--- config.mk ---
export PLATFORM = sky130hd
export DESIGN_NAME = note_select
export DESIGN_NICKNAME = d
export VERILOG_FILES = /design/src/rtl/note_select.sv
export SDC_FILE = /design/constraint.sdc
export NUM_CORES = 1
export LEC_CHECK = 0
export CAP_MARGIN = 10
export CORE_ASPECT_RATIO = 0.75
export CORE_UTILIZATION = 35
export DETAILED_ROUTE_END_ITERATION = 10
export SLEW_MARGIN = 10
export SYNTH_ARGS = -nofsm -noshare
export SYNTH_HDL_FRONTEND = slang
export SYNTH_SLANG_ARGS = --single-unit
--- constraint.sdc ---
create_clock -name clk -period 5.5 [get_ports clk]
set_input_delay 1.1 -clock clk [delete_from_list [all_inputs] [get_ports clk]]
set_output_delay 1.1 -clock clk [all_outputs]
set_load 0.02 [all_outputs]
--- src/rtl/note_select.sv ---
// note_select: debounces four keys, steps note (1..12) and octave (0..3), and issues held ld_note loads.
// Define NOTE_SEL_AUTOREPEAT_EN to add periodic repeat events while a key stays pressed.
module note_select #(
    parameter int DEBOUNCE_CYCLES = 500000,
    parameter int LD_HOLD         = 1024,
    parameter int GAP_CYCLES      = 16,
    parameter int REPEAT_CYCLES   = 12500000
) (
    input  logic       clk,
    input  logic       reset,
    input  logic       key_note_up,
    input  logic       key_note_dn,
    input  logic       key_oct_up,
    input  logic       key_oct_dn,
    output logic [3:0] note,
    output logic [1:0] octave,
    output logic       ld_note,
    output logic       busy
);
    localparam int DW = DEBOUNCE_CYCLES > 1 ? $clog2(DEBOUNCE_CYCLES) : 1;
    localparam int TMAX = LD_HOLD > GAP_CYCLES ? LD_HOLD : GAP_CYCLES;
    localparam int TW = TMAX > 1 ? $clog2(TMAX) : 1;
    localparam logic [DW-1:0] DB_LAST = DW'(DEBOUNCE_CYCLES - 1);
    localparam logic [TW-1:0] HOLD_LAST = TW'(LD_HOLD - 1);
    localparam logic [TW-1:0] GAP_LAST = TW'(GAP_CYCLES - 1);
`ifdef NOTE_SEL_AUTOREPEAT_EN
    localparam int RW = REPEAT_CYCLES > 1 ? $clog2(REPEAT_CYCLES) : 1;
    localparam logic [RW-1:0] REP_LAST = RW'(REPEAT_CYCLES - 1);
`endif

    typedef enum logic [1:0] {IDLE, HOLD, GAP} state_e;

    state_e        state_q, state_d;
    logic [TW-1:0] timer_q, timer_d;
    logic [3:0]    note_q, note_d, note_w_q, note_w_d;
    logic [1:0]    octave_q, octave_d, oct_w_q, oct_w_d;
    logic          pending_q, pending_d, load, chg;
    logic [3:0]    keys, deb, rise, rep, ev;
    logic          n_up, n_dn, o_up, o_dn;

    // Key order: 0 note_up, 1 note_dn, 2 oct_up, 3 oct_dn
    assign keys = {key_oct_dn, key_oct_up, key_note_dn, key_note_up};

    for (genvar g = 0; g < 4; g++) begin : g_key
        logic          s1_q, s2_q, deb_q, tgl;
        logic [DW-1:0] cnt_q;
        assign tgl     = (s2_q != deb_q) && (cnt_q == DB_LAST);
        assign deb[g]  = deb_q;
        assign rise[g] = tgl & s2_q;
        always_ff @(posedge clk or negedge reset) begin
            if (!reset) begin
                s1_q  <= 1'b0;
                s2_q  <= 1'b0;
                deb_q <= 1'b0;
                cnt_q <= '0;
            end else begin
                s1_q  <= keys[g];
                s2_q  <= s1_q;
                deb_q <= deb_q ^ tgl;
                cnt_q <= (s2_q == deb_q || tgl) ? '0 : cnt_q + 1'b1;
            end
        end
`ifdef NOTE_SEL_AUTOREPEAT_EN
        logic [RW-1:0] rcnt_q;
        assign rep[g] = deb_q && (rcnt_q == REP_LAST);
        always_ff @(posedge clk or negedge reset) begin
            if (!reset) rcnt_q <= '0;
            else        rcnt_q <= (!deb_q || rep[g]) ? '0 : rcnt_q + 1'b1;
        end
`else
        assign rep[g] = 1'b0;
`endif
    end

    // A repeat is suppressed while the opposing key of its pair is also held
    assign ev   = rise | (rep & ~{deb[2], deb[3], deb[0], deb[1]});
    assign n_up = ev[0] & ~ev[1];
    assign n_dn = ev[1] & ~ev[0];
    assign o_up = ev[2] & ~ev[3];
    assign o_dn = ev[3] & ~ev[2];

    always_comb begin
        note_w_d  = n_up ? (note_w_q == 4'd12 ? 4'd1 : note_w_q + 4'd1)
                  : n_dn ? (note_w_q == 4'd1 ? 4'd12 : note_w_q - 4'd1) : note_w_q;
        oct_w_d   = (o_up && oct_w_q != 2'd3) ? oct_w_q + 2'd1
                  : (o_dn && oct_w_q != 2'd0) ? oct_w_q - 2'd1 : oct_w_q;
        chg       = (note_w_d != note_w_q) || (oct_w_d != oct_w_q);
        pending_d = chg | (pending_q & ~load);
    end

    always_comb begin
        state_d  = state_q;
        timer_d  = timer_q + 1'b1;
        note_d   = note_q;
        octave_d = octave_q;
        load     = 1'b0;
        unique case (state_q)
            IDLE: begin
                timer_d = '0;
                if (pending_q) begin
                    state_d  = HOLD;
                    load     = 1'b1;
                    note_d   = note_w_q;
                    octave_d = oct_w_q;
                end
            end
            HOLD: if (timer_q == HOLD_LAST) begin
                state_d = GAP;
                timer_d = '0;
            end
            GAP: if (timer_q == GAP_LAST) begin
                state_d = IDLE;
                timer_d = '0;
            end
            default: state_d = IDLE;
        endcase
    end

    // pending starts set so one load of the reset values follows every reset
    always_ff @(posedge clk or negedge reset) begin
        if (!reset) begin
            state_q   <= IDLE;
            timer_q   <= '0;
            note_q    <= 4'd1;
            octave_q  <= 2'd0;
            note_w_q  <= 4'd1;
            oct_w_q   <= 2'd0;
            pending_q <= 1'b1;
        end else begin
            state_q   <= state_d;
            timer_q   <= timer_d;
            note_q    <= note_d;
            octave_q  <= octave_d;
            note_w_q  <= note_w_d;
            oct_w_q   <= oct_w_d;
            pending_q <= pending_d;
        end
    end

    assign note    = note_q;
    assign octave  = octave_q;
    assign ld_note = (state_q == HOLD);
    assign busy    = (state_q != IDLE) | pending_q;
endmodule

==> qor.csv <==
stage,metric,value,unit
logic_synthesis,synth-edff-count,0,
final_layout,mostFrequentLayoutCells,"110 x dfrtp_1, 107 x nor2_1, 48 x xor2_1",
route,detailedRoute.firstIterationViolations,239,
global_route,global_route.usage.total,14.0,%
sta,finalCriticalPeriod,2.86,ns
placed_design,post_detailed_placement_half_perimeter_wirelength,6.94,mm
final_layout,antenna_cells,0,
placed_design,dpl.cell_count,749,
critical_path,critical_path.startpoint_type,flip-flop,
status,outcome,finished clean,
final_layout,final_layout_size_suffix_gt1_share,10.6,%
floorplan,design.core.area,0.0153,mm²
sta,final_min_period_over_clock_period,52.0,%
route,post-route-drc-count,0,
route,drt_pass1_iterations,4,
sta,timing.final.hold_violations,0,
route,wire_per_inst,13.1,µm
final_layout,layout.nets,580,
final_layout,layout_commonest_cell,dfrtp_1,
final_layout,final_cell_count_no_fill,781,
sta,fmax,350,MHz
cts,cts-buffers-inserted,17,
critical_path,critical_path.cell_chain,or3_1 -> clkdlybuf4s50_1,
floorplan,initial_core_util,35.8,%
floorplan,die_width,146,µm
sta,unrepaired_setup_endpoints_after_global_routing,no,
cts,postCtsSetupRepairBufs,0,
power_and_ir_drop,power_density,319,mW/mm²
sta,final-max-slew-violation-count,0,
final_layout,synthToLayoutAreaGrowth,18.5,%
global_route,antenna_violations_before_repair,0,
placed_design,placement.cell_area,0.00585,mm²
critical_path,worst_r2r_startpoint,g_key[2].cnt_q[9],
floorplan,io_pins,14,
critical_path,rr_endpoint,g_key[2].cnt_q[5],
critical_path,required,4.40,ns
critical_path,critical_path.max_stage_delay,0.54,ns
power_and_ir_drop,design_power_total,2070,µW
logic_synthesis,syn_nets,552,
global_route,globalRouteMet3Util,3.05,%
final_layout,layout.cell_area.non_filler,0.00648,mm²
logic_synthesis,post_synthesis_sequential_area_ratio,51.7,%
run,maxCapViolations,0,
min_path,hold_depth,0,
critical_path,endpoint_kind,output port,
cts,cts.sink_count,113,
placed_design,count_of_port_buffers_added_during_placement,13,
global_route,largest_net_degree_at_the_start_of_global_routing,62,
cts,cts_max_path_buffers,2,
min_path,holdCritPathClass,reg2reg,
cts,cts_root_buffer,clkbuf_16,
global_route,grt_overflow_total,0,
critical_path,worst-path-max-fanout,8,
power_and_ir_drop,vdd_drop_max,0.201,mV
route,route.vias.total,3823,
critical_path,slowest_stage,clkdlybuf4s50_1,
floorplan,design.die.area,0.0161,mm²
global_route,met2_usage,22.2,%
logic_synthesis,yosys_warnings,0,
global_route,vias_in_the_first_global_route,3712,
final_layout,fin_util,42.5,%
sta,worstMarginPinSlew,0.764,ns
critical_path,worstPathBufferInverterCount,1,
critical_path,setup.worst_path.class,reg2out,
global_route,global_route.peak_usage_layer,met2,
route,detail_route.vias_per_cell,4.90,
min_path,worstHoldEndpoint,g_key[2].s2_q,
logic_synthesis,dominantRegCellSynth,dfrtp_1,
global_route,met1_capacity_usage_during_global_routing,18.0,%
critical_path,worst_reg2reg_setup_slack,3.33,ns
power_and_ir_drop,leakagePower,0.00277,µW
global_route,first_pass_grt_wire_length,17.7,mm
placed_design,gp_routability_congestion,0.775,
logic_synthesis,synth.ff_latch_count,113,
logic_synthesis,synthesis.instances,535,
final_layout,layout.filler_cells,1455,
sta,fin_setup_tns,0,ns
cts,post_cts_resized,0,
route,final_antenna_net_count,0,
cts,clock_tree_from_tritoncts,built,
cts,worst_skew_pair.late_latency,0.41,ns
logic_synthesis,syn_area,0.00547,mm²
route,wirelength,10.2,mm
sta,max_slew_margin,49.1,%
critical_path,ff2ff_path_depth,5,
floorplan,die_h,110,µm
sta,setup_violations,0,
critical_path,timing.critical_path.max_delay_family,buffers and inverters,
critical_path,critPathArrivalTime,1.76,ns
logic_synthesis,synthArstFlopShare,100,%
sta,finalClockSkew,0.0126,ns
floorplan,num_rows,39,
logic_synthesis,average_footprint_of_a_synthesized_cell,10.2,µm²
cts,cts_hold_repair.buffers,0,
logic_synthesis,netlist-cell-type-count,54,
min_path,worst_hold_startpoint,g_key[2].s1_q,
cts,clkSlewWorstSetupHoldPaths,0.05,ns
cts,htree_levels,4,
cells in the mapped netlist, drive strengths merged, types with 3 or more instances:
library cell,n,area [µm²]
a21oi,8,40.0
xor2,48,420
and3,15,93.8
nand3,38,195
nor2,107,402
mux2,11,124
nor2b,3,18.8
xnor2,31,272
dfrtp,110,2750
and4,5,45.0
o22ai,3,18.8
nor3,7,46.3
nor4,12,90.1
buf,5,27.5
inv,17,63.8
nand2,25,93.8
dfstp,3,78.8
o21ai,6,30.0
clkbuf,4,15.0
ha,11,138
or2,4,25.0
nand4,22,138
nor4bb,4,40.0
layer usage:
metal / part of all wire [%] / vias up
met3: 2.5 / 15
met2: 47 / 37
met5: 0 / -
met1: 49 / 1869
li1: - / 1902
met4: 2.0 / 0
flip-flops by register name, summed over array words and instances, names as in the netlist, named ones only:
name         cells
oct_w_q          2
g_key.cnt_q     76
timer_q         10
g_key.s1_q       4
state_q          2
octave           2
note             4
pending_q        1
note_w_q         4
g_key.s2_q       4
layout make-up:
cell class	instances	area, µm²	area share, %
Clock inverter	9	155	2.39
Inverter	17	63.8	0.984
Tap cell	205	256	3.96
Clock buffer	23	478	7.37
Sequential cell	113	2830	43.7
Timing Repair Buffer	18	165	2.55
Multi-Input combinational cell	396	2530	39.1
stage by stage:
stage / hold WS (ns) / setup slack [ns]
global route: 0.360 / 2.58
detailed placement: 0.335 / 3.01
CTS: 0.347 / 2.62
floorplan: 0.331 / 3.44
finish: 0.347 / 2.64
global placement: 0.335 / 3.05
report_power, final:
part	switching, µW	total [µW]	internal [µW]
sequential	8.28	851	843
combinational	32.2	45.1	12.9
clock	376	1170	794
cells by family (layout without fill, tap and decap cells):
group,count (synthesis),after routing,share of synthesized area [%]
xor+xnor,79,79,12.6
buf+inv,26,67,1.94
simple gates,259,259,24.4
compound gates,34,34,4.16
flops,113,113,51.7
mux,13,13,2.63
fa+ha+maj,11,11,2.52
worst max path at each step:
stage,start,end,slack [ns],depth (start not counted)
2_1_floorplan,state_q[0],busy,3.44,2
3_3_place_gp,reset,g_key[2].cnt_q[10],3.05,2
3_5_place_dp,reset,g_key[2].cnt_q[8],3.01,2
4_1_cts,state_q[0],busy,2.62,2
5_1_grt,state_q[0],busy,2.58,2
6_report,state_q[0],busy,2.64,2
Note: power is estimated with default switching activity, not from simulation.
